<file path="src/rtl/alib_coord_conv_arbiter_if.sv">
// Requester, response and converter signals of the coordinate-converter arbiter.
// slave = arbiter side, master = requesters/converter side.
interface alib_coord_conv_arbiter_if #(
    parameter int N_REQ = 2
);
    logic [N_REQ-1:0]    i_req_valid;
    logic [N_REQ-1:0]    o_req_ready;
    logic [16*N_REQ-1:0] i_req_coord_1;
    logic [16*N_REQ-1:0] i_req_coord_2;
    logic [16*N_REQ-1:0] i_req_coord_3;
    logic [N_REQ-1:0]    o_rsp_valid;
    logic [N_REQ-1:0]    i_rsp_ready;
    logic [15:0]         o_rsp_coord_1;
    logic [15:0]         o_rsp_coord_2;
    logic [15:0]         o_rsp_coord_3;
    logic [15:0]         o_conv_coord_1;
    logic [15:0]         o_conv_coord_2;
    logic [15:0]         o_conv_coord_3;
    logic [15:0]         i_conv_coord_1;
    logic [15:0]         i_conv_coord_2;
    logic [15:0]         i_conv_coord_3;
    logic                o_busy;

    modport slave (
        input  i_req_valid, i_req_coord_1, i_req_coord_2, i_req_coord_3, i_rsp_ready,
               i_conv_coord_1, i_conv_coord_2, i_conv_coord_3,
        output o_req_ready, o_rsp_valid, o_rsp_coord_1, o_rsp_coord_2, o_rsp_coord_3,
               o_conv_coord_1, o_conv_coord_2, o_conv_coord_3, o_busy
    );

    modport master (
        output i_req_valid, i_req_coord_1, i_req_coord_2, i_req_coord_3, i_rsp_ready,
               i_conv_coord_1, i_conv_coord_2, i_conv_coord_3,
        input  o_req_ready, o_rsp_valid, o_rsp_coord_1, o_rsp_coord_2, o_rsp_coord_3,
               o_conv_coord_1, o_conv_coord_2, o_conv_coord_3, o_busy
    );
endinterface

</file>
<file path="src/rtl/alib_coord_conv_arbiter.sv">
// Round-robin sharing of one combinational coordinate converter among N_REQ streams,
// one transaction in flight. Define ALIB_CCARB_STATS_EN for per-requester grant counters.
module alib_coord_conv_arbiter #(
    parameter int N_REQ        = 2,
    parameter int CONV_LATENCY = 2
) (
    input  logic                      i_SYSTEM_clk,
    input  logic                      i_SYSTEM_rst,
    alib_coord_conv_arbiter_if.slave  bus
`ifdef ALIB_CCARB_STATS_EN
    ,
    output logic [16*N_REQ-1:0]       o_grant_count
`endif
);
    localparam int PW = (N_REQ > 2) ? 2 : 1;

    typedef enum logic [1:0] {IDLE, WAIT, RESP} state_e;
    typedef struct packed {
        logic [15:0] c1;
        logic [15:0] c2;
        logic [15:0] c3;
    } coord_t;

    state_e          state_q;
    logic [PW-1:0]   ptr_q, gnt_q;
    logic [3:0]      cnt_q;
    coord_t          op_q, res_q;
    logic [N_REQ-1:0] rsp_valid_q;

    logic            found_d;
    logic [PW-1:0]   gnt_d, idx;
    coord_t          req_d;
    logic            accept;

    // Scan downward so the requester closest to ptr_q is written last and wins.
    always_comb begin
        found_d = 1'b0;
        gnt_d   = '0;
        idx     = '0;
        for (int i = N_REQ - 1; i >= 0; i--) begin
            idx = PW'((int'(ptr_q) + i) % N_REQ);
            if (bus.i_req_valid[idx]) begin
                found_d = 1'b1;
                gnt_d   = idx;
            end
        end
    end

    always_comb begin
        req_d.c1 = bus.i_req_coord_1[16*int'(gnt_d) +: 16];
        req_d.c2 = bus.i_req_coord_2[16*int'(gnt_d) +: 16];
        req_d.c3 = bus.i_req_coord_3[16*int'(gnt_d) +: 16];
    end

    // Reset gates ready so no handshake is advertised while the block is held.
    assign accept          = (state_q == IDLE) && found_d && i_SYSTEM_rst;
    assign bus.o_req_ready = accept ? (N_REQ'(1) << gnt_d) : '0;

    always_ff @(posedge i_SYSTEM_clk or negedge i_SYSTEM_rst) begin
        if (!i_SYSTEM_rst) begin
            state_q     <= IDLE;
            ptr_q       <= '0;
            gnt_q       <= '0;
            cnt_q       <= '0;
            op_q        <= '0;
            res_q       <= '0;
            rsp_valid_q <= '0;
        end else begin
            case (state_q)
                IDLE: begin
                    if (accept) begin
                        op_q    <= req_d;
                        gnt_q   <= gnt_d;
                        cnt_q   <= 4'(CONV_LATENCY);
                        state_q <= WAIT;
                    end
                end
                WAIT: begin
                    cnt_q <= cnt_q - 4'd1;
                    if (cnt_q == 4'd1) begin
                        res_q       <= '{c1: bus.i_conv_coord_1, c2: bus.i_conv_coord_2,
                                         c3: bus.i_conv_coord_3};
                        rsp_valid_q <= N_REQ'(1) << gnt_q;
                        state_q     <= RESP;
                    end
                end
                RESP: begin
                    if (bus.i_rsp_ready[gnt_q]) begin
                        rsp_valid_q <= '0;
                        ptr_q       <= (gnt_q == PW'(N_REQ - 1)) ? '0 : gnt_q + 1'b1;
                        state_q     <= IDLE;
                    end
                end
                default: state_q <= IDLE;
            endcase
        end
    end

    assign bus.o_rsp_valid    = rsp_valid_q;
    assign bus.o_rsp_coord_1  = res_q.c1;
    assign bus.o_rsp_coord_2  = res_q.c2;
    assign bus.o_rsp_coord_3  = res_q.c3;
    assign bus.o_conv_coord_1 = op_q.c1;
    assign bus.o_conv_coord_2 = op_q.c2;
    assign bus.o_conv_coord_3 = op_q.c3;
    assign bus.o_busy         = (state_q != IDLE);

`ifdef ALIB_CCARB_STATS_EN
    logic [N_REQ-1:0][15:0] gcnt_q;

    always_ff @(posedge i_SYSTEM_clk or negedge i_SYSTEM_rst) begin
        if (!i_SYSTEM_rst) begin
            gcnt_q <= '0;
        end else if (accept && gcnt_q[gnt_d] != 16'hFFFF) begin
            gcnt_q[gnt_d] <= gcnt_q[gnt_d] + 16'd1;
        end
    end

    assign o_grant_count = gcnt_q;
`endif
endmodule

</file>
<file path="src/flat_wrapper.sv">
// flat-port wrapper written by rule: the top's interface ports become plain ports
module alib_coord_conv_arbiter_flat 
#(
    parameter int N_REQ        = 2,
    parameter int CONV_LATENCY = 2
)
  (i_SYSTEM_clk, i_SYSTEM_rst, bus_i_req_valid, bus_i_req_coord_1, bus_i_req_coord_2, bus_i_req_coord_3, bus_i_rsp_ready, bus_i_conv_coord_1, bus_i_conv_coord_2, bus_i_conv_coord_3, bus_o_req_ready, bus_o_rsp_valid, bus_o_rsp_coord_1, bus_o_rsp_coord_2, bus_o_rsp_coord_3, bus_o_conv_coord_1, bus_o_conv_coord_2, bus_o_conv_coord_3, bus_o_busy);
  alib_coord_conv_arbiter_if #(.N_REQ(N_REQ)) bus_i ();
  input  logic i_SYSTEM_clk;
  input  logic i_SYSTEM_rst;
  input wire logic [$bits(bus_i.i_req_valid)-1:0] bus_i_req_valid;
  input wire logic [$bits(bus_i.i_req_coord_1)-1:0] bus_i_req_coord_1;
  input wire logic [$bits(bus_i.i_req_coord_2)-1:0] bus_i_req_coord_2;
  input wire logic [$bits(bus_i.i_req_coord_3)-1:0] bus_i_req_coord_3;
  input wire logic [$bits(bus_i.i_rsp_ready)-1:0] bus_i_rsp_ready;
  input wire logic [$bits(bus_i.i_conv_coord_1)-1:0] bus_i_conv_coord_1;
  input wire logic [$bits(bus_i.i_conv_coord_2)-1:0] bus_i_conv_coord_2;
  input wire logic [$bits(bus_i.i_conv_coord_3)-1:0] bus_i_conv_coord_3;
  output wire logic [$bits(bus_i.o_req_ready)-1:0] bus_o_req_ready;
  output wire logic [$bits(bus_i.o_rsp_valid)-1:0] bus_o_rsp_valid;
  output wire logic [$bits(bus_i.o_rsp_coord_1)-1:0] bus_o_rsp_coord_1;
  output wire logic [$bits(bus_i.o_rsp_coord_2)-1:0] bus_o_rsp_coord_2;
  output wire logic [$bits(bus_i.o_rsp_coord_3)-1:0] bus_o_rsp_coord_3;
  output wire logic [$bits(bus_i.o_conv_coord_1)-1:0] bus_o_conv_coord_1;
  output wire logic [$bits(bus_i.o_conv_coord_2)-1:0] bus_o_conv_coord_2;
  output wire logic [$bits(bus_i.o_conv_coord_3)-1:0] bus_o_conv_coord_3;
  output wire logic [$bits(bus_i.o_busy)-1:0] bus_o_busy;
  assign bus_i.i_req_valid = bus_i_req_valid;
  assign bus_i.i_req_coord_1 = bus_i_req_coord_1;
  assign bus_i.i_req_coord_2 = bus_i_req_coord_2;
  assign bus_i.i_req_coord_3 = bus_i_req_coord_3;
  assign bus_i.i_rsp_ready = bus_i_rsp_ready;
  assign bus_i.i_conv_coord_1 = bus_i_conv_coord_1;
  assign bus_i.i_conv_coord_2 = bus_i_conv_coord_2;
  assign bus_i.i_conv_coord_3 = bus_i_conv_coord_3;
  assign bus_o_req_ready = bus_i.o_req_ready;
  assign bus_o_rsp_valid = bus_i.o_rsp_valid;
  assign bus_o_rsp_coord_1 = bus_i.o_rsp_coord_1;
  assign bus_o_rsp_coord_2 = bus_i.o_rsp_coord_2;
  assign bus_o_rsp_coord_3 = bus_i.o_rsp_coord_3;
  assign bus_o_conv_coord_1 = bus_i.o_conv_coord_1;
  assign bus_o_conv_coord_2 = bus_i.o_conv_coord_2;
  assign bus_o_conv_coord_3 = bus_i.o_conv_coord_3;
  assign bus_o_busy = bus_i.o_busy;
  alib_coord_conv_arbiter #(.N_REQ(N_REQ), .CONV_LATENCY(CONV_LATENCY)) u_core (.i_SYSTEM_clk(i_SYSTEM_clk), .i_SYSTEM_rst(i_SYSTEM_rst), .bus(bus_i));
endmodule
</file>
<file path="config.mk">
export PLATFORM = sky130hd
export DESIGN_NAME = alib_coord_conv_arbiter_flat
export DESIGN_NICKNAME = d
export VERILOG_FILES = /design/src/rtl/alib_coord_conv_arbiter_if.sv /design/src/rtl/alib_coord_conv_arbiter.sv /design/src/flat_wrapper.sv
export SDC_FILE = /design/constraint.sdc
export NUM_CORES = 1
export LEC_CHECK = 0
export ABC_AREA = 1
export BUFFER_PORTS_ARGS = -buffer_cell sky130_fd_sc_hd__buf_2
export CELL_PAD_IN_SITES_DETAIL_PLACEMENT = 0
export CELL_PAD_IN_SITES_GLOBAL_PLACEMENT = 1
export CORE_UTILIZATION = 25
export CTS_BUF_LIST = sky130_fd_sc_hd__clkbuf_8
export CTS_CLUSTER_SIZE = 25
export DETAILED_ROUTE_END_ITERATION = 10
export PLACE_DENSITY_LB_ADDON = 0.1
export SYNTH_ARGS = -nofsm -noshare
export SYNTH_HDL_FRONTEND = slang
export SYNTH_SLANG_ARGS = --single-unit
</file>
<file path="constraint.sdc">
create_clock -name i_SYSTEM_clk -period 2.18 [get_ports i_SYSTEM_clk]
set_input_delay 0.436 -clock i_SYSTEM_clk [delete_from_list [all_inputs] [get_ports i_SYSTEM_clk]]
set_output_delay 0.436 -clock i_SYSTEM_clk [all_outputs]
set_load 0.02 [all_outputs]
</file>
==> reports/metrics.yaml <==
status: "finished, final reports clean"
ir_worst_vdd_mv: 0.3840
syn-cell-area_mm2: 0.004913
hpwl_um: 10830
holdBufCountCts: 0
hold_slack_ns: 0.1441
cts_root_buf: "clkbuf_8"
die_area_mm2: 0.02022
grtUsageTotal_pct: 15.60
syn_area_per_cell_um2: 7.641
dr.pass1.iters: 5
synth.distinct_cells: 18
n_fill_cell: 2098
routedWlPerCell_um: 13.60
io_buffers: 250
core_mm2: 0.01896
die_h_um: 142.2
slew_violations: 0
ys_ff_latch: 106
max_freq_mhz: 497.7
rr_worst_depth: 8
antenna_found_initial: 2
hold_viol: 0
reg2reg_setup_slack_ns: 0.65
synth_top_area_share_pct: 53.99
path_clk_slew_ns: 0.10
final_cell_mix: "nand2_1 (358), buf_2 (249), dfrtp_1 (106), nand3_1 (105), buf_4 (13)"
ys_seq_area_share_pct: 53.99
setup.worst_path.class: "reg2out"
drive_above_1_share_pct: 32.65
drc_errors: 0
grt_max_degree: 107
clockBufferDepth: 2
synthCells: 643
grt_pass1_wl_um: 24440
slew_headroom_pct: 61.07
reg2reg_from: "u_core.ptr_q"
clkLatencyLatePin_ns: 0.37
synth_fp_nets: 795
grt.overflow.total: 0
ant_nets: 0
crit_fanout: 8
tightest_slew_ns: 0.5840
final.setup.tns_ns: 0
vias: 4868
drtIter0Drc: 177
cts.sink_count: 106
cts-buffers-inserted: 9
worstHoldPathType: "in2async"
row_count: 50
ys.flop_type: "dfrtp_1"
die_w_um: 142.2
finClkSkew_ns: 0.01081
async_reset_ff_share_pct: 100.0
grt_pass1_vias: 4816
placed_cells: 1125
critical_path.max_stage_delay_ns: 0.43
endpoint_kind: "output port"
cp_data_required_time_ns: 1.74
startpoint_type: "flop"
rr_endpoint: "u_core.bus.o_conv_coord_2[7]"
p_per_area_mw_per_mm2: 1372
h-tree-depth: 3
cp-startpoint: "u_core.state_q[1]"
via_per_inst: 4.274
crit_path_end: "bus_o_req_ready[0]"
leakage_nw: 3.906
yosys.area.top_type: "dfrtp_1"
cts_tree: "built"
synth-edff-count: 0
cp_cell_sequence: "nor2_2 > nand3_2 > a21oi_2 > buf_2"
period_needed_ns: 2.009
boundaryPins: 251
synth.area.top_cells: "dfrtp_1 (54%), nand2_1 (28%), nand3_1 (11%)"
instances_no_fill: 1139
synthToLayoutAreaGrowth_pct: 33.97
routed_wl_um: 15490
fin_nets: 1028
setup_viol: 0
drv_cap: 0
multi_input_area_mm2: 0.002016
antenna_cells: 0
critical_path_arrival_ns: 1.57
rsz0062_at_grt: "no"
mostFrequentLayoutCell: "nand2_1"
slowest_stage: "dfrtp_1"
start_util_pct: 25.92
finalCritPeriodShare_pct: 92.17
gp_congestion: 0.7293
yosys_warnings: 0
regArea_mm2: 0.002653
## critical path: cells and delay by family (launching register included)
family / cells / cell delay, ns
flops: 1 / 0.43
simple gates: 2 / 0.39
compound gates: 1 / 0.19
buf+inv: 1 / 0.19
## Yosys cell counts (3+ instances only)
cell type,n
nand3_1,105
nor2_1,6
inv_1,9
dfrtp_1,106
clkbuf_1,9
buf_4,4
inv_2,3
nand2_1,360
o21ai_0,3
buf_2,25
## where the power goes
part,switching (mW),internal [mW]
Sequential,0.552,2.91
Clock,0.673,0.428
Combinational,3.03,1.44
Total,4.25,4.78
## per-layer routing
metal	track usage, %	wire length [um]	vias up
li1	-	-	2468
met1	19.23	6826	2219
met3	4.004	1077	17
met5	0	26	-
met4	5.942	230	4
met2	26.08	7326	160
## state kept, by name, summed over array words and instances (netlist names)
| signal | flops |
|---|---|
| u_core.bus.o_conv_coord_1 | 16 |
| u_core.bus.o_conv_coord_2 | 16 |
| u_core.bus.o_conv_coord_3 | 16 |
| u_core.cnt_q | 4 |
| u_core.ptr_q | 1 |
| u_core.bus.o_rsp_coord_3 | 16 |
| u_core.bus.o_rsp_coord_1 | 16 |
| u_core.state_q | 2 |
| u_core.bus.o_rsp_valid | 2 |
| u_core.gnt_q | 1 |
| u_core.bus.o_rsp_coord_2 | 16 |
## how the worst min path moves through the flow
stage	end	slack, ns	start	depth (start not counted)
5_1_grt	u_core.bus.o_conv_coord_2[15]	0.20	i_SYSTEM_rst	2
6_report	u_core.bus.o_conv_coord_2[15]	0.14	i_SYSTEM_rst	2
2_1_floorplan	u_core.bus.o_conv_coord_1[0]	0.14	i_SYSTEM_rst	0
3_3_place_gp	u_core.bus.o_rsp_coord_3[6]	0.46	u_core.bus.o_rsp_coord_3[6]	2
4_1_cts	u_core.bus.o_conv_coord_2[15]	0.18	i_SYSTEM_rst	2
3_5_place_dp	u_core.bus.o_conv_coord_1[15]	0.46	u_core.bus.o_conv_coord_1[15]	2
## area by class of cell
type | count | area share, %
clock buffers | 10 | 2.091
multi-input cells | 483 | 30.62
well taps | 260 | 4.942
clock inverters | 4 | 0.3421
repair buffers | 264 | 21.02
flip-flops and latches | 106 | 40.30
inverters | 12 | 0.6843
## through the flow
step                      total power, mW  area (um^2)  setup WS [ns]  util [%]
final                               9.032         6583         0.1707     34.73
after global routing                9.843         6583        0.02398     34.73
after CTS                           9.209         6580        0.05549     34.71
after detailed placement            8.043         6416         0.4214     33.85
after global placement              8.012         6416         0.4273     33.85
after floorplan                     6.353         4913         0.3239         -
## logic make-up (layout without fill, tap and decap cells)
kind of cell,after synthesis,count (layout),share of synthesized area (%)
buffers and inverters,54,290,5.373
flip-flops,106,106,53.99
AND/OR/NAND/NOR,476,476,39.55
XOR/XNOR,1,1,0.1783
adder cells (fa/ha/maj),2,2,0.5092
AO/OA/AOI/OAI,4,4,0.4072
## what timing repair did
item                                    in CTS  in global routing
setup buffers                                0                  0
endpoints found under the setup margin       1                  2
gates resized for setup                      1                  1
Power figures use the tool's default switching activity.
